### config.mk
export PLATFORM = sky130hd
export DESIGN_NAME = cdb_arbiter
export DESIGN_NICKNAME = d
export VERILOG_FILES = /design/src/rtl/cdb_arbiter_pkg.sv /design/src/rtl/cdb_result_fifo.sv /design/src/rtl/cdb_arbiter.sv
export SDC_FILE = /design/constraint.sdc
export NUM_CORES = 1
export LEC_CHECK = 0
export CORE_MARGIN = 3
export CORE_UTILIZATION = 40
export DETAILED_ROUTE_END_ITERATION = 10
export GPL_TIMING_DRIVEN = 0
export PLACE_DENSITY = 0.64
export RECOVER_POWER = 100
export SYNTH_ARGS = -nofsm -noshare
export SYNTH_HDL_FRONTEND = slang
export SYNTH_SLANG_ARGS = --single-unit
### constraint.sdc
create_clock -name clk -period 8.1 [get_ports clk]
set_input_delay 1.215 -clock clk [delete_from_list [all_inputs] [get_ports clk]]
set_output_delay 1.215 -clock clk [all_outputs]
set_load 0.02 [all_outputs]
### src/rtl/cdb_arbiter_pkg.sv
// Shared types and constants for the common data bus (CDB) arbiter and its consumers.
// Consumers wrap the cdb_* outputs into cdb_t.
package cdb_arbiter_pkg;

  localparam int NUM_FU              = 4;
  localparam int BUF_DEPTH           = 2;
  localparam int DATA_WIDTH          = 32;
  localparam int PHYS_REG_ADDR_WIDTH = 6;
  localparam int ROB_IDX_WIDTH       = 5;

  typedef enum logic [1:0] {
    FU_ARITH  = 2'd0,
    FU_MEM    = 2'd1,
    FU_BR     = 2'd2,
    FU_MULDIV = 2'd3
  } fu_id_e;

  typedef struct packed {
    logic [PHYS_REG_ADDR_WIDTH-1:0] rd_paddr;
    logic [DATA_WIDTH-1:0]          rd_data;
    logic [ROB_IDX_WIDTH-1:0]       rob_idx;
  } fu_result_t;

  typedef struct packed {
    logic                           valid;
    logic [PHYS_REG_ADDR_WIDTH-1:0] rd_paddr;
    logic [DATA_WIDTH-1:0]          rd_data;
    logic [ROB_IDX_WIDTH-1:0]       rob_idx;
  } cdb_t;

  function automatic int rr_next(input int idx, input int n);
    return (idx + 1) % n;
  endfunction

endpackage

### src/rtl/cdb_result_fifo.sv
// Small circular result buffer, one per functional unit. DEPTH must be a power of two
// so pointer wrap-around is plain overflow.
module cdb_result_fifo #(
  parameter int DEPTH = 2,
  parameter int WIDTH = 43,
  localparam int AW   = (DEPTH > 1) ? $clog2(DEPTH) : 1,
  localparam int CW   = $clog2(DEPTH + 1)
) (
  input  logic             clk,
  input  logic             rst,
  input  logic             flush,
  input  logic             push,
  input  logic             pop,
  input  logic [WIDTH-1:0] wdata,
  output logic [WIDTH-1:0] rdata,
  output logic             full,
  output logic             empty,
  output logic [CW-1:0]    count
);

  logic [WIDTH-1:0] mem_q [DEPTH];
  logic [AW-1:0]    head_q, head_d;
  logic [AW-1:0]    tail_q, tail_d;
  logic [CW-1:0]    count_q, count_d;
  logic             push_ok, pop_ok;

  assign full    = (count_q == CW'(DEPTH));
  assign empty   = (count_q == '0);
  assign count   = count_q;
  assign rdata   = mem_q[head_q];
  // A full buffer refuses a push even if it is popped in the same cycle.
  assign push_ok = push && !full && !flush;
  assign pop_ok  = pop && !empty && !flush;

  always_comb begin
    head_d  = head_q;
    tail_d  = tail_q;
    count_d = count_q;
    if (flush) begin
      head_d  = '0;
      tail_d  = '0;
      count_d = '0;
    end else begin
      if (push_ok) tail_d = tail_q + AW'(1);
      if (pop_ok)  head_d = head_q + AW'(1);
      count_d = count_q + CW'(push_ok) - CW'(pop_ok);
    end
  end

  always_ff @(posedge clk or posedge rst) begin
    if (rst) begin
      head_q  <= '0;
      tail_q  <= '0;
      count_q <= '0;
    end else begin
      head_q  <= head_d;
      tail_q  <= tail_d;
      count_q <= count_d;
    end
  end

  always_ff @(posedge clk) begin
    if (push_ok) mem_q[tail_q] <= wdata;
  end

endmodule

### src/rtl/cdb_arbiter.sv
// Buffers functional-unit results and broadcasts one per cycle on the CDB,
// choosing among non-empty buffers round-robin from rr_ptr.
module cdb_arbiter #(
  parameter int NUM_FU        = 4,
  parameter int BUF_DEPTH     = 2,
  parameter int DATA_WIDTH    = 32,
  parameter int PADDR_WIDTH   = 6,
  parameter int ROB_IDX_WIDTH = 5
) (
  input  logic                            clk,
  input  logic                            rst,
  input  logic                            flush,
  input  logic [NUM_FU-1:0]               fu_valid,
  input  logic [NUM_FU*PADDR_WIDTH-1:0]   fu_rd_paddr,
  input  logic [NUM_FU*DATA_WIDTH-1:0]    fu_rd_data,
  input  logic [NUM_FU*ROB_IDX_WIDTH-1:0] fu_rob_idx,
  output logic [NUM_FU-1:0]               fu_ready,
  output logic                            cdb_valid,
  output logic [PADDR_WIDTH-1:0]          cdb_rd_paddr,
  output logic [DATA_WIDTH-1:0]           cdb_rd_data,
  output logic [ROB_IDX_WIDTH-1:0]        cdb_rob_idx
);
  import cdb_arbiter_pkg::*;

  localparam int PW = (NUM_FU > 1) ? $clog2(NUM_FU) : 1;
  localparam int EW = PADDR_WIDTH + DATA_WIDTH + ROB_IDX_WIDTH;
  localparam int CW = $clog2(BUF_DEPTH + 1);

  logic [NUM_FU-1:0]        fifo_full, fifo_empty, push, pop;
  logic [EW-1:0]            head [NUM_FU];
  logic [CW-1:0]            cnt  [NUM_FU];

  logic [PW-1:0]            rr_ptr_q, rr_ptr_d;
  logic                     cdb_valid_q, cdb_valid_d;
  logic [PADDR_WIDTH-1:0]   cdb_paddr_q, cdb_paddr_d;
  logic [DATA_WIDTH-1:0]    cdb_data_q, cdb_data_d;
  logic [ROB_IDX_WIDTH-1:0] cdb_rob_q, cdb_rob_d;

  logic                     found;
  logic [PW-1:0]            win, idx;

  for (genvar i = 0; i < NUM_FU; i++) begin : g_fu
    // Ready comes from the registered count only, never from this cycle's pop.
    assign fu_ready[i] = (cnt[i] < CW'(BUF_DEPTH));
    assign push[i]     = fu_valid[i] && fu_ready[i] && !fifo_full[i] && !flush;

    cdb_result_fifo #(
      .DEPTH (BUF_DEPTH),
      .WIDTH (EW)
    ) u_fifo (
      .clk   (clk),
      .rst   (rst),
      .flush (flush),
      .push  (push[i]),
      .pop   (pop[i]),
      .wdata ({fu_rd_paddr[i*PADDR_WIDTH +: PADDR_WIDTH],
               fu_rd_data[i*DATA_WIDTH +: DATA_WIDTH],
               fu_rob_idx[i*ROB_IDX_WIDTH +: ROB_IDX_WIDTH]}),
      .rdata (head[i]),
      .full  (fifo_full[i]),
      .empty (fifo_empty[i]),
      .count (cnt[i])
    );
  end

  always_comb begin
    found = 1'b0;
    win   = '0;
    idx   = '0;
    for (int k = 0; k < NUM_FU; k++) begin
      idx = PW'((int'(rr_ptr_q) + k) % NUM_FU);
      if (!found && !fifo_empty[idx]) begin
        found = 1'b1;
        win   = idx;
      end
    end
  end

  always_comb begin
    pop         = '0;
    rr_ptr_d    = rr_ptr_q;
    cdb_valid_d = 1'b0;
    cdb_paddr_d = cdb_paddr_q;
    cdb_data_d  = cdb_data_q;
    cdb_rob_d   = cdb_rob_q;
    if (flush) begin
      rr_ptr_d = '0;
    end else if (found) begin
      pop[win]    = 1'b1;
      cdb_valid_d = 1'b1;
      {cdb_paddr_d, cdb_data_d, cdb_rob_d} = head[win];
      rr_ptr_d    = PW'(rr_next(int'(win), NUM_FU));
    end
  end

  always_ff @(posedge clk or posedge rst) begin
    if (rst) begin
      rr_ptr_q    <= '0;
      cdb_valid_q <= 1'b0;
      cdb_paddr_q <= '0;
      cdb_data_q  <= '0;
      cdb_rob_q   <= '0;
    end else begin
      rr_ptr_q    <= rr_ptr_d;
      cdb_valid_q <= cdb_valid_d;
      cdb_paddr_q <= cdb_paddr_d;
      cdb_data_q  <= cdb_data_d;
      cdb_rob_q   <= cdb_rob_d;
    end
  end

  assign cdb_valid    = cdb_valid_q;
  assign cdb_rd_paddr = cdb_paddr_q;
  assign cdb_rd_data  = cdb_data_q;
  assign cdb_rob_idx  = cdb_rob_q;

endmodule

Word-level counts from Yosys, hierarchy flattened
Memories as Yosys holds them, arrays and structs flattened. Index checks and enable logic that the tools add are counted. W data, S select, Z words.

Add/subtract/negate cells: 20. Multipliers: 0. Div/mod/pow operators: 0. $lt $le $gt $ge: 11. Eq/ne operators: 4. Shifts and indexed selects: 0. Muxes and demuxes: 55. Bitwise logic cells: 2. Reduce and logical (&&, ||, !) cells: 60.

Operators by type and width (number): $bmux W43 S2 (1); $mux W43 (2); $mux W1 (35); $logic_and A1 B1 Y1 (32); $mux W2 (10); $reduce_bool A2 Y1 (9); $lt A2 B3 Y1 const B (5); $logic_not A1 Y1 (14); $add A1 B1 Y1 const B (8); $add A2 B1 Y2 (4); $bmux W1 S2 (4); $eq A2 B2 Y1 const B (4); $logic_not A2 Y1 (4); $lt A2 B2 Y1 const B (4); $mux W4 (2); $sub A2 B1 Y2 (4); $add A2 B1 Y2 const B (2); $add A2 B2 Y2 const B (2); $ge A3 B3 Y1 const B (1); $not A2 Y3 (1); $demux W1 S2 (1); $ge A2 B1 Y1 const B (1); $reduce_and A2 Y1 (1); $not A1 Y1 (1).

Flip-flop bits (word level): 62. Bits in latches: 0. Bits in writable memories: 344. Memory bits (read-only): 0. Bits of input ports: 179. Output and inout bits: 48. Logic and storage cells: 173. Memories kept: 4.

Memories: g_fu[0].u_fifo.mem_q (depth 2, width 43, rd ports 1, clocked after Yosys merged registers in 0, wr ports 1, RTL line cdb_result_fifo.sv:21) `logic [WIDTH-1:0] mem_q [DEPTH];`; g_fu[1].u_fifo.mem_q (depth 2, width 43, rd ports 1, clocked after Yosys merged registers in 0, wr ports 1, RTL line cdb_result_fifo.sv:21); g_fu[2].u_fifo.mem_q (depth 2, width 43, rd ports 1, clocked after Yosys merged registers in 0, wr ports 1, RTL line cdb_result_fifo.sv:21); g_fu[3].u_fifo.mem_q (depth 2, width 43, rd ports 1, clocked after Yosys merged registers in 0, wr ports 1, RTL line cdb_result_fifo.sv:21).

Depth between registers and ports, before layout
Gate-level depths: netlist of the first run.

Word-level depth: 22. Gate-level depth with buffers: 13. Depth with buffers taken out: 10.

By module
A second synthesis of the first run with hierarchy kept.

Cell total of the unflattened synthesis: 952. Area, all modules: 17182.7 µm².

Modules (own cells, without submodules): cdb_result_fifo (instances 4, cells each 160, area each 3535.9 µm², seq. area each 2682.6 µm²); cdb_arbiter (instances 1, cells each 312, area each 3039.2 µm², seq. area each 1151.1 µm²).

Worst setup path before layout of the first run
No wires, ideal clock.

Kind: input port to flip-flop. Start: input port fu_valid[0]. End: memory g_fu[0].u_fifo.mem_q[0][0] (enable). Library setup time: 0.449 ns. Data arrival time: 3.529 ns. Data required time: 7.651 ns. Slack: 4.123 ns. Stages: 3. Buffers on the path: 0. Path through: nor2b_1 -> nor2b_1 -> nor2b_1.

Cells in the longest elaborated chain, start to end: 7.

Ends and longest elaborated chain: from (decl) (RTL line cdb_arbiter.sv:13) `input logic [NUM_FU-1:0] fu_valid,`; $logic_and A1 B1 Y1 (3 in a row) (RTL line cdb_arbiter.sv:45) `assign push[i] = fu_valid[i] && fu_ready[i] && !fifo_full[i] && !flush;`; $logic_and A1 B1 Y1 (2 in a row) (RTL line cdb_result_fifo.sv:32) `assign push_ok = push && !full && !flush;`; $mux W1 (RTL line cdb_result_fifo.sv:63) `if (push_ok) mem_q[tail_q] <= wdata;`; $mux W1 (not written as such) (RTL line cdb_result_fifo.sv:63); to (decl) (RTL line cdb_result_fifo.sv:21).

No other way between the ends.

Worst setup path in the final report of the first run
Start: input port fu_valid[0]. End: memory g_fu[0].u_fifo.mem_q[0][6] (enable).

Same word-level chain as after synthesis.

==> results.txt, run 1 <==
----------------------------------------------------
[Run status]
  Status ... finished with violations
  Violated checks ... max-capacitance violations, max-slew violations

[Critical path]
  Worst R2R End ... g_fu[0].u_fifo.mem_q[0][6]
  Arrival time reported for the critical path endpoint ... between 4 and 5 ns
  Setup Crit Path Kind ... primary input to flop
  Capture point of the critical path ... g_fu[0].u_fifo.mem_q[0][6]
  Worst-case reg-to-reg path depth ... 5
  Startpoint of the worst register-to-register path ... g_fu[0].u_fifo.count[1]
  R2r setup slk ... between 4 and 5 ns
  Peak fanout along the critical path ... 18
  Critical path capture point type ... flop
  Crit. Startpoint ... fu_valid[0]
  Data required time at the worst endpoint ... 8.26 ns
  Crit start category ... primary input

[Timing]
  Setup violators final ... 0
  Final setup TNS ... 0 ns
  Fin Clk Skew ... approximately 0.017 ns
  Maximum clock frequency ... ~210 MHz
  Final Hold Fails ... 0
  Final Cycle Share ... about three fifths
  Final period demand of the worst path ... 4.77 ns
  Unrepaired setup endpoints after global routing ... false
  Slew at the pin with the worst max-slew slack ... 2.92 ns
  Slew Limit Fails ... 309
  Rel. slew slack ... -95.4%

[Clocking]
  Source-to-sink clock delay at the later pin of the worst-skew pair ... about 0.56 ns
  Clock Tree Buf Depth ... 3
  Buffers inserted by post-CTS timing repair ... 0
  CTS tree ... done
  Cts-stage hold buffer count ... 0
  Cts repair resizes ... 0
  Cts bufs inserted ... between 40 and 50
  Root Buffer ... sky130_fd_sc_hd__clkbuf_16
  Clock-pin slew reported for the worst setup and hold paths after clock tree synthesis ... 0.06 ns
  Num Clock Sinks ... between 400 and 500
  Level count of the clock H-tree ... 2

[Route]
  Post-detailed-route wirelength per cell ... about 23 um
  Initial detailed-routing violation count ... 569
  Count of vias placed by the detailed router ... between 9,000 and 10,000
  Detailed-router iteration count before antenna repair ... 5
  Number of vias per cell after detailed routing ... between 5 and 6
  Remaining antenna violation count ... 0
  Total DRC errors in the routed layout ... 0
  Detailed-route wire length ... between 40,000 and 50,000 um

[Power and ir drop]
  Switching part of the total power ... approximately 37%
  Power Dens Cells ... around 370 nW/um^2
  Leakage component of the power ... about 0.0068 uW
  Comb pwr share ... between 30% and 40%
  Power, Total ... about 7500 uW
  Switching power ... between 2000 and 3000 uW
  Design internal power ... between 4000 and 5000 uW
  Share of total power in the clock network ... around a quarter
  Maximum ir drop on the vdd rail ... 0.145 mV
  Power share of the sequential group ... a little over a third

[Logic synthesis]
  Distinct cell type count after synthesis ... 37
  Post-synthesis instance total ... 971
  Net count after synthesis ... around 1,200
  Netlist area before placement ... approximately 16,000 sq um
  Synthesis-stage register bit count ... roughly 400
  Mean post-synth cell area ... approximately 17 sq um
  Number of warning messages in the yosys log ... 0
  Register area share after synthesis ... between 70% and 80%

[Die]
  Die width ... 207 um
  I/O pins ... 227
  Initial standard-cell utilization of the core ... between 40 and 50%
  Number of rows in the core area ... between 70 and 80
  Core Footprint ... about 39,000 sq um
  Die outline area ... approximately 43,000 sq um
  Chip height ... 207 um

[Cells and area]
  Count of filler cells inserted in the layout ... approximately 3,300
  Most frequent cells in the layout ... sky130_fd_sc_hd__edfxtp_1 (344), sky130_fd_sc_hd__dlygate4sd3_1 (225), sky130_fd_sc_hd__mux2_2 (128)
  Number of nets at the end of the flow ... 1,437
  Fraction of layout cells with a size suffix above 1 ... between 15 and 20%
  Relative area change from synthesis to final layout ... 26.6%
  Commonest non-fill, non-tap cell in the layout ... sky130_fd_sc_hd__edfxtp_1

[Global route]
  Vias in the first global route ... just under 10,000
  Pin count of the biggest net entering global routing ... 63
  Wire length of the first global-routing pass ... around 60,000 um
  Remaining global-route overflow ... 0
  Initial antenna violation count ... 12
  All-layer global routing usage ... roughly a fifth

[Placed design]
  Placer congestion estimate ... between 0.8 and 0.9
  Number of buffers inserted by port buffering ... 225
  Detail Placement HPWL ... approximately 30,000 um

[Run]
  Max-cap check violation count ... 10

[Worst hold path]
  Worst min-delay path category ... flop to flop
  Number of cells traversed by the worst hold path ... 2

----------------------------------------------------
[worst max-delay path: stages]
cell	delay, ns
sky130_fd_sc_hd__dlygate4sd3_1	0.55
sky130_fd_sc_hd__nor2b_1	0.19
sky130_fd_sc_hd__nor2b_1	0.25
sky130_fd_sc_hd__nor2b_1	0.90
sky130_fd_sc_hd__clkbuf_1	0.91
sky130_fd_sc_hd__clkbuf_1	0.91
[power by group through the flow]
stage          registers (uW)  clock network, uW  logic (uW)
5_1_grt                  2770               2020        3140
3_3_place_gp             2790                  0        2930
6_report                 2740               1880        2870
4_1_cts                  2740               1940        3030
3_5_place_dp             2780                  0        3020
2_1_floorplan            2890                  0        1660
[registers in the layout, summed over array words and instances, names as in the netlist]
| name | cells |
|---|---|
| cdb_rd_data | 32 |
| cdb_rd_paddr | 6 |
| cdb_rob_idx | 5 |
| cdb_valid | 1 |
| g_fu.u_fifo.count | 8 |
| g_fu.u_fifo.head_q | 4 |
| g_fu.u_fifo.mem_q | 344 |
| g_fu.u_fifo.tail_q | 4 |
| rr_ptr_q | 2 |
[cell type report]
cell class | count | area (sq um) | area share (%)
timing repair buffer | 234 | 2290 | 11.2
antenna | 9 | 22.5 | 0.111
multi-input combinational | 486 | 3880 | 19.1
tap | 518 | 648 | 3.18
buffer | 66 | 263 | 1.29
sequential | 406 | 11900 | 58.3
clock inverter | 14 | 118 | 0.577
clock buffer | 64 | 1230 | 6.02
inverter | 13 | 50.0 | 0.246
[per-stage QoR]
step                      setup slack (ns)  area, sq um  util [%]  std cells  hold slack (ns)
final                                 3.33        20400      52.0       1810            0.542
after global routing                  2.95        20400      52.0       1809            0.575
after CTS                             4.91        20600      52.5       1801            0.551
after detailed placement              4.52        19200      49.1       1723            0.541
after global placement                2.10        19000      48.5       1714            0.534
after floorplan                       4.12        16100         -        971            0.524
[Yosys cell counts]
library cell                 n  area share, %
sky130_fd_sc_hd__a211oi_2    1          0.078
sky130_fd_sc_hd__a21o_1      1          0.047
sky130_fd_sc_hd__a21oi_1     6           0.19
sky130_fd_sc_hd__a221oi_1    1          0.054
sky130_fd_sc_hd__a22oi_1    42            2.0
sky130_fd_sc_hd__a31oi_1    42            1.6
sky130_fd_sc_hd__and2_1      6           0.23
sky130_fd_sc_hd__and3_1      1          0.039
sky130_fd_sc_hd__and3_4      1          0.070
sky130_fd_sc_hd__buf_1       4          0.093
sky130_fd_sc_hd__buf_2      17           0.53
sky130_fd_sc_hd__buf_6       1          0.070
sky130_fd_sc_hd__clkbuf_1   44            1.0
sky130_fd_sc_hd__dfrtp_1    62            9.6
sky130_fd_sc_hd__edfxtp_1  344             64
sky130_fd_sc_hd__ha_1        8           0.62
sky130_fd_sc_hd__inv_1      13           0.30
sky130_fd_sc_hd__mux2_2    128            9.0
sky130_fd_sc_hd__mux2i_1    45            2.8
sky130_fd_sc_hd__nand2_1     2          0.047
sky130_fd_sc_hd__nand3_1     1          0.031
sky130_fd_sc_hd__nand4_1    43            1.7
sky130_fd_sc_hd__nor2_1     59            1.4
sky130_fd_sc_hd__nor2b_1    19           0.74
sky130_fd_sc_hd__nor3_1      3          0.093
sky130_fd_sc_hd__nor4_1      1          0.039
sky130_fd_sc_hd__o211ai_1   43            2.0
sky130_fd_sc_hd__o21a_1      1          0.047
sky130_fd_sc_hd__o21ai_0     5           0.16
sky130_fd_sc_hd__o21ai_1     2          0.062
sky130_fd_sc_hd__o21ba_2     1          0.062
sky130_fd_sc_hd__o21bai_1    3           0.14
sky130_fd_sc_hd__o22ai_1     2          0.078
sky130_fd_sc_hd__o311ai_0    1          0.054
sky130_fd_sc_hd__or2_1       1          0.039
sky130_fd_sc_hd__or3_1       3           0.12
sky130_fd_sc_hd__xnor2_1    14           0.76
[how the worst min path moves through the flow]
stage                     startpoint                    end  slack [ns]
2_1_floorplan  g_fu[0].u_fifo.tail_q  g_fu[0].u_fifo.tail_q        0.52
3_3_place_gp          cdb_rd_data[4]         cdb_rd_data[4]        0.53
3_5_place_dp         cdb_rd_data[17]        cdb_rd_data[17]        0.54
4_1_cts              cdb_rd_data[18]        cdb_rd_data[18]        0.55
5_1_grt               cdb_rd_data[7]         cdb_rd_data[7]        0.58
6_report             cdb_rd_data[17]        cdb_rd_data[17]        0.54
[layer usage]
layer | vias to the layer above | share of wire [%] | GRT usage, %
li1 | 4391 | - | -
met1 | 4635 | 44 | 26.6
met2 | 272 | 47 | 30.3
met3 | 76 | 5.0 | 3.15
met4 | 2 | 3.4 | 7.61
met5 | - | 0.022 | 0
[cells by family (layout without fill, tap and decap cells)]
group | after synthesis | after routing | share of synthesized area, %
AOI/OAI and AO/OA | 151 | 151 | 6.56
xor gates and xnor gates | 14 | 14 | 0.762
adders and majority gates | 8 | 8 | 0.622
buffers and inverters | 79 | 391 | 2.02
DFF | 406 | 406 | 73.8
muxes | 173 | 173 | 11.8
other | 0 | 9 | 0
and+or+nand+nor | 140 | 140 | 4.49
Power figures use the tool's default switching activity.
==> run 2, diff against run 1 <==
==> constraint.sdc (replaced) <==
create_clock -name clk -period 4.6 [get_ports clk]
set_input_delay 0.69 -clock clk [delete_from_list [all_inputs] [get_ports clk]]
set_output_delay 0.69 -clock clk [all_outputs]
set_load 0.02 [all_outputs]
==> run 2 against run 1 <==
The run still ends with max-capacitance violations, max-slew violations left; worst hold slack barely moved; combinational power rose by 77%; worst setup slack got worse by 2.6 ns.
==> results.txt, run 2 (same netlist as run 1, synthesis figures left out) <==
----------------------------------------------------
[Run status]
  Status ... finished with violations (unchanged)
  Violated checks ... max-capacitance violations, max-slew violations (unchanged)

[Clocking]
  Clock-pin slew reported for the worst setup and hold paths after clock tree synthesis ... 0.06 ns (about the same)
  Root Buffer ... sky130_fd_sc_hd__clkbuf_16 (unchanged)
  Level count of the clock H-tree ... 2 (unchanged)
  Clock Tree Buf Depth ... 3 (unchanged)
  Cts-stage hold buffer count ... 0 (unchanged)
  Cts bufs inserted ... 43 (unchanged)
  Buffers inserted by post-CTS timing repair ... 0 (unchanged)
  CTS tree ... done (unchanged)
  Num Clock Sinks ... 406 (unchanged)
  Source-to-sink clock delay at the later pin of the worst-skew pair ... 0.56 ns (about the same)
  Cts repair resizes ... 0 (unchanged)

[Cells and area]
  Number of nets at the end of the flow ... 1,437 (unchanged)
  Most frequent cells in the layout ... sky130_fd_sc_hd__edfxtp_1 (344), sky130_fd_sc_hd__dlygate4sd3_1 (225), sky130_fd_sc_hd__mux2_2 (128) (unchanged)
  Commonest non-fill, non-tap cell in the layout ... sky130_fd_sc_hd__edfxtp_1 (unchanged)
  Top register by number of flip-flops ... g_fu.u_fifo.mem_q (unchanged)
  Count of placed standard cells in the final layout, fillers left out ... 1,810 (unchanged)
  Fraction of layout cells with a size suffix above 1 ... 15.8% (was 15.4%)
  Post-route standard cell area excluding fillers ... 20,400 sq um (about the same)
  Max FFs per register ... 344 (unchanged)
  Relative area change from synthesis to final layout ... 27.0% (was 26.6%)
  Final design utilization ... 52.2% (was 52.0%)

[Critical path]
  R2r setup slk ... 0.94 ns (was 4.08 ns)
  Arrival time reported for the critical path endpoint ... 3.96 ns (was 4.94 ns)
  Data required time at the worst endpoint ... 4.73 ns (was 8.26 ns)
  Master of the slowest instance on the critical path ... sky130_fd_sc_hd__clkbuf_1 (unchanged)
  Critical path capture point type ... flop (unchanged)
  Delay of the slowest cell on the worst path ... 1.52 ns (was 0.91 ns)
  Setup Crit Path Kind ... primary input to flop (unchanged)
  CP Buf/Inv Count ... 2 (was 3)
  Gate family responsible for the most delay along the worst path ... buffers and inverters (unchanged)
  Worst-case reg-to-reg path depth ... 11 (was 5)
  Cell mode on critical path ... sky130_fd_sc_hd__nor2b_1 (unchanged)
  Cell chain of the critical path ... dlygate4sd3_1, nor2b_1, nor2b_1, and2_0, clkbuf_1 (was dlygate4sd3_1, nor2b_1, nor2b_1, nor2b_1, clkbuf_1, clkbuf_1)
  Peak fanout along the critical path ... 32 (was 18)
  Crit start category ... primary input (unchanged)
  Depth of the critical timing path with buffers and inverters included ... 5 (was 6)

[Power and ir drop]
  Power Dens Cells ... 646 nW/um^2 (was 368 nW/um^2)
  Leakage component of the power ... 0.00681 uW (was 0.00676 uW)
  Power, Total ... 13,200 uW (was 7490 uW)
  Maximum ir drop on the vdd rail ... 0.256 mV (was 0.145 mV)

[Timing]
  Final Cycle Share ... 83.3%
  Final period demand of the worst path ... between 3 and 4 ns
  Final Hold Fails ... 0 (unchanged)
  Fin Clk Skew ... 0.0174 ns (was 0.0173 ns)
  Maximum clock frequency ... 261 MHz
  Slew Limit Fails ... 238 (was 309)
  Slew at the pin with the worst max-slew slack ... 2.94 ns (was 2.92 ns)
  Rel. slew slack ... -97.3% (was -95.4%)
  Setup violators final ... 0 (unchanged)
  Unrepaired setup endpoints after global routing ... false (unchanged)

[Placed design]
  Number of buffers inserted by port buffering ... 225 (unchanged)
  Detail Placement HPWL ... 30,000 um (unchanged)
  Instance count after placement with tap cells included ... 1,723 (unchanged)
  Placer congestion estimate ... 0.855 (unchanged)
  Placed Instance Area ... 19,200 sq um (unchanged)

[Route]
  Number of vias per cell after detailed routing ... 5.18 (about the same)
  Count of vias placed by the detailed router ... 9,384 (was 9,376)
  Remaining antenna violation count ... 0 (unchanged)
  Post-detailed-route wirelength per cell ... 22.6 um (about the same)
  Total DRC errors in the routed layout ... 0 (unchanged)
  Detailed-router iteration count before antenna repair ... 5 (unchanged)
  Detailed-route wire length ... 40,900 um (about the same)
  Initial detailed-routing violation count ... 623 (was 569)

[Die]
  Initial standard-cell utilization of the core ... 41.1% (unchanged)
  Die outline area ... 42,700 sq um (unchanged)
  Die width ... 207 um (unchanged)
  I/O pins ... 227 (unchanged)
  Number of rows in the core area ... 72 (unchanged)
  Chip height ... 207 um (unchanged)
  Core Footprint ... 39,200 sq um (unchanged)

[Global route]
  Remaining global-route overflow ... 0 (unchanged)
  Initial antenna violation count ... 12 (unchanged)
  Wire length of the first global-routing pass ... 60,300 um (unchanged)
  Vias in the first global route ... 9,841 (unchanged)
  Pin count of the biggest net entering global routing ... 63 (unchanged)
  All-layer global routing usage ... 19.1% (unchanged)

[Run]
  Max-cap check violation count ... 8 (was 10)

[Worst hold path]
  Worst min-delay path category ... flop to flop (unchanged)
  Number of cells traversed by the worst hold path ... 2 (unchanged)

----------------------------------------------------
-- run 2: final timing paths --
kind / from / end
max in group asynchronous: rst / cdb_rd_data[10]
worst max register to register: g_fu[0].u_fifo.count[1] / g_fu[1].u_fifo.count[1]
worst max-delay path: fu_valid[2] / g_fu[2].u_fifo.mem_q[1][4]
min in group asynchronous: rst / cdb_valid
worst min-delay path: cdb_rd_data[17] / cdb_rd_data[17]
worst min register to register: cdb_rd_data[17] / cdb_rd_data[17]
-- run 2: worst min-delay path: stages (launching register included) --
cell	delay [ns]
sky130_fd_sc_hd__dfrtp_1	0.33
sky130_fd_sc_hd__nor2_1	0.05
sky130_fd_sc_hd__a31oi_1	0.12
-- run 2: cell type report --
type / instances / area (sq um)
multi-input cells: 486 / 3880
clock buffers: 64 / 1230
diodes: 9 / 22.5
plain buffers: 66 / 264
clock inverters: 14 / 118
well taps: 518 / 648
repair buffers: 234 / 2350
flip-flops and latches: 406 / 11900
inverters: 13 / 50.0
fillers: 3256 / 18700
-- run 2: per-layer routing --
layer	vias to the layer above	global-route usage [%]	part of all wire (%)
met5	-	0	0.022
met4	2	7.61	3.5
met3	79	3.15	4.7
met2	269	30.3	47
met1	4643	26.6	44
li1	4391	-	-
-- run 2: per-stage QoR --
stage	hold WS (ns)	setup slack, ns	setup TNS [ns]
6_report	0.542	0.767	0
3_5_place_dp	0.541	1.45	0
5_1_grt	0.575	0.549	0
4_1_cts	0.551	1.41	0
3_3_place_gp	0.534	-0.873	-121.34
2_1_floorplan	0.524	1.15	0
-- run 2: power breakdown --
part | internal (uW) | switching, uW
sequential | 4610 | 218
combinational | 1770 | 3310
clock | 1950 | 1360
total | 8320 | 4890
==> patch 1: new RTL, config.mk and constraints of run 2 <==
`ROB_IDX_WIDTH` is set to 5 in 2 places; all go to 6.
--- a/src/rtl/cdb_arbiter_pkg.sv
+++ b/src/rtl/cdb_arbiter_pkg.sv
@@ -8,3 +8,3 @@
   localparam int PHYS_REG_ADDR_WIDTH = 6;
-  localparam int ROB_IDX_WIDTH       = 5;
+  localparam int ROB_IDX_WIDTH       = 6;
 
--- a/src/rtl/cdb_arbiter.sv
+++ b/src/rtl/cdb_arbiter.sv
@@ -7,3 +7,3 @@
   parameter int PADDR_WIDTH   = 6,
-  parameter int ROB_IDX_WIDTH = 5
+  parameter int ROB_IDX_WIDTH = 6
 ) (
Ports: changed (resized cdb_rob_idx and fu_rob_idx); port bits go from 227 to 232. The function was not compared with the original's and may differ.
==> patch 1 against run 2 <==
  * The run still ends with capacitance limit, slew limit left
  * Largest power group is now registers
  * Sequential cell count up 9
  * Critical endpoint is now g_fu[0].u_fifo.mem_q[0][37]
  * Total power decreased by 2.3%
  * Area after synthesis is 2.2% higher
  * Critical path type unchanged
  * Routed wire length grew 4.1%
  * Sequential share of layout area fell by 0.62 points
  * Setup slack improved by 0.15 ns
  * Cell area increased by 3.3%
  * Clock power increased by 11%
==> patch 1: results (changes against run 2) <==
DP Area 19700 µm² (+2.3%); clock-cell share of area 7.24% (+0.66 points); Final Slew Violations 153 (-36%); largest net degree at the start of global routing 45 (-29%); NumNets Final 1465 (+1.9%); dpl ws 1.16 ns (-0.289 ns); max reg flops 352 (+2.3%); first-pass GRT wire length 63600 µm (+5.4%); synth cell count leaders 352 x edfxtp_1, 132 x mux2i_1, 63 x dfrtp_1, 57 x nor2_1; sequential-to-total area share from yosys stat 73.8% (about the same); fill cell count 3387 (+4.0%); violated checks capacitance limit, slew limit; NonClk Buf Share 13.3% (+0.51 points); Worst Path Arrival 3.92 ns (-0.04 ns); status finished with violations; Compound-Gate Fraction of Synth Area 7.05% (+0.49 points); maxcap violations 7 (-1); EDFF count, synth 352 (+2.3%); count of multi-input gates 493 (+1.4%); DRT iter0 DRCs 576 (-7.5%); GRT Total Usage 19.4% (+0.34 points); I/O Buffers 230 (+2.2%); unique cell type count in the Yosys netlist 43 (+16%); mux contribution to synthesized area 11.0% (-0.71 points); fraction of area in multi-input gates 18.5% (-0.47 points); leading post-synthesis cells by cell area edfxtp_1 64%, dfrtp_1 9.6%, mux2i_1 8.0%, mux2_2 3.0%, o22a_1 2.3%; Crit-path slowest cell nor2b_1; final WL 42600 µm (+4.1%); vias in the first global route 10.2k (+4.1%); Max-slew headroom -74.1% (+23 points)
patch 1: worst min-delay path, cell delays in order, from the launching register on:
cell and delay, ns:
dfrtp_1 0.38, nor2_1 0.10, a31oi_1 0.04
patch 1: path summary, 6_finish.rpt:
check,from,cells past startpoint,end,slack [ns]
worst max-delay path,fu_valid[0],5,g_fu[0].u_fifo.mem_q[0][37],0.92
worst min-delay path,cdb_rd_data[20],2,cdb_rd_data[20],0.55
worst max register to register,g_fu[0].u_fifo.count[1],11,g_fu[0].u_fifo.count[1],0.98
worst min register to register,cdb_rd_data[20],2,cdb_rd_data[20],0.55
max in group asynchronous,rst,3,cdb_rd_data[3],3.00
min in group asynchronous,rst,2,cdb_rd_data[21],0.83
patch 1: stage by stage:
stage / power [mW] / hold slack [ns] / instances / util, % / TNS (ns)
floorplan: 7.66 / 0.524 / 988 / - / 0
global placement: 9.40 / 0.537 / 1743 / 48.3 / -206.72
detailed placement: 9.51 / 0.550 / 1753 / 48.9 / 0
CTS: 13.2 / 0.440 / 1833 / 52.7 / 0
global route: 13.6 / 0.572 / 1835 / 52.6 / 0
finish: 12.9 / 0.551 / 1839 / 52.6 / 0
patch 1: power breakdown:
part           internal, mW  leakage (nW)  total [mW]  switching (mW)
Sequential             4.67          3.97        4.91           0.241
Combinational          1.66          2.28        4.30            2.64
Clock                  2.28         0.748        3.70            1.42
Total                  8.61          7.00        12.9            4.30
patch 1: metal layers:
metal	up-vias	GRT usage (%)	share of wire (%)
met5	-	0	0.094
met4	6	6.30	2.6
met3	86	4.70	6.6
met2	324	32.1	49
met1	4811	25.6	42
li1	4471	-	-
==> patch 2: new RTL, settings of run 2 <==
Made on the original files. Reset style: synchronous (`rst`), changed in 2 clocked blocks.
--- a/src/rtl/cdb_result_fifo.sv
+++ b/src/rtl/cdb_result_fifo.sv
@@ -49,3 +49,3 @@
 
-  always_ff @(posedge clk or posedge rst) begin
+  always_ff @(posedge clk) begin
     if (rst) begin
--- a/src/rtl/cdb_arbiter.sv
+++ b/src/rtl/cdb_arbiter.sv
@@ -95,3 +95,3 @@
 
-  always_ff @(posedge clk or posedge rst) begin
+  always_ff @(posedge clk) begin
     if (rst) begin
Formal check against the unedited RTL: not equivalent (Yosys sat finds a counterexample within 4 cycles, from zero or initial values and one cycle with rst high; the reset may be asserted at any time).
==> patch 2 against run 2 <==
  * The run still ends with capacitance limit, slew limit left
  * Sequential cell count rose by 4
  * Area after synthesis rose by 1.9%
  * Cell area rose by 2.2%
  * Cell count fell by 3.2%
  * Setup slack improved by 0.27 ns
  * Routed wire length fell by 2.4%
  * Core utilization fell by 0.079 points
  * Largest cell class unchanged
  * Fmax rose by 7.5%
Power is not compared: it rests on default switching activity, and its combinational part moved more than twofold at a synthesized area within 25%.
==> patch 2: results (changes against run 2) <==
worst hold endpoint g_fu[1].u_fifo.head_q; Adder-Cell Fraction of Synth Area 0.610% (-0.012 points); delay-heaviest family, CP simple AND/OR/NAND/NOR gates; fill cell count 3296 (+1.2%); post-synthesis xor/xnor area fraction 0.641% (-0.12 points); DP Cell Count 1669 (-3.1%); leading post-synthesis cells by cell area edfxtp_1 63%, mux2i_1 10%, dfxtp_1 8.1%, mux2_2 4.2%, a221oi_2 3.9%; first drt pass iteration count 4 (-1); NumNets Final 1377 (-4.2%); synth cell count leaders 344 x edfxtp_1, 172 x mux2i_1, 66 x dfxtp_1, 61 x mux2_2, 45 x o21bai_1; met3 wire length 2180 µm (+12%); violated checks capacitance limit, slew limit; sequential-to-total area share from yosys stat 71.0% (-2.8 points); Worst Path Arrival 3.81 ns (-0.15 ns); maxcap violations 3 (-5); Final Slew Violations 39 (-84%); clk_skew 0.00818 ns (-0.00926 ns); DP HPWL 26800 µm (-11%); largest net degree at the start of global routing 44 (-30%); DRT iter0 DRCs 403 (-35%); met2 wire length 19300 µm (-0.34%); Syn Nets 1098 (-5.2%); Avg Cell Area, Syn 18.0 µm² (+8.6%); DP Area 19500 µm² (+1.5%); Crit-path slowest cell and2_0; worst-margin pin slew 1.87 ns (-1.07 ns); first-pass GRT wire length 59000 µm (-2.2%); mux contribution to synthesized area 16.9% (+5.1 points); Final Wtd Congestion 0.786 (-8.1%); number of buffers created by CTS 44 (+2.3%); Post-Layout Cell Count 1752 (-3.2%); unique cell type count in the Yosys netlist 40 (+8.1%); Compound-Gate Fraction of Synth Area 6.92% (+0.36 points); wire length per cell 22.8 µm (+0.79%); ys async rst share 0% (-15 points); status finished with violations; via count 8918 (-5.0%); CP Max Fanout 23 (-28%)
patch 2: report_power, final:
group / leakage [nW] / internal, mW / switching (mW)
Clock: 0.741 / 2.22 / 1.40
Combinational: 2.70 / 0.408 / 0.454
Sequential: 3.70 / 4.18 / 0.0564
patch 2: metrics by stage:
stage / util (%) / setup slack [ns]
floorplan: - / 0.899
global placement: 48.2 / -1.94
detailed placement: 48.7 / 1.15
CTS: 52.4 / 1.71
global route: 52.1 / 0.850
finish: 52.1 / 1.03
patch 2: cells by family (layout without fill, tap and decap cells):
logic type | Yosys count | in the layout
DFF | 410 | 410
muxes | 258 | 258
other | 0 | 4
and+or+nand+nor | 48 | 48
AOI/OAI and AO/OA | 110 | 110
buffers and inverters | 65 | 377
xor gates and xnor gates | 12 | 12
adders and majority gates | 8 | 8
patch 2: tightest hold or removal path: stages, from the launching register on:
cell and delay, ns:
dfxtp_1 0.31, o31ai_1 0.09, a21oi_1 0.07
patch 2: area by class of cell:
type                            instances  area, µm²  share of cell area, %
Multi-Input combinational cell        436       4330                   20.7
Buffer                                 52        294                   1.41
Inverter                               13       48.8                  0.234
Clock inverter                         17        219                   1.05
Clock buffer                           62       1280                   6.13
Sequential cell                       410      11700                   55.8
Timing Repair Buffer                  233       2400                   11.5
Antenna cell                            4       10.0                 0.0479
Tap cell                              525        657                   3.14
patch 2: routing by layer:
| metal | vias up | GRT usage [%] |
|---|---|---|
| li1 | 4138 | - |
| met1 | 4444 | 23.9 |
| met2 | 258 | 30.4 |
| met3 | 70 | 3.92 |
| met4 | 8 | 5.66 |
| met5 | - | 0 |
patch 2: worst max path at each step:
stage,from,endpoint,cells after the start
after global placement,flush,g_fu[3].u_fifo.mem_q[0][40],4
after global routing,flush,g_fu[0].u_fifo.mem_q[1][36],5
final,flush,g_fu[0].u_fifo.mem_q[1][25],5
after CTS,flush,g_fu[1].u_fifo.mem_q[0][32],5
after detailed placement,flush,g_fu[1].u_fifo.mem_q[0][26],5
after floorplan,flush,g_fu[1].u_fifo.mem_q[0][0],3
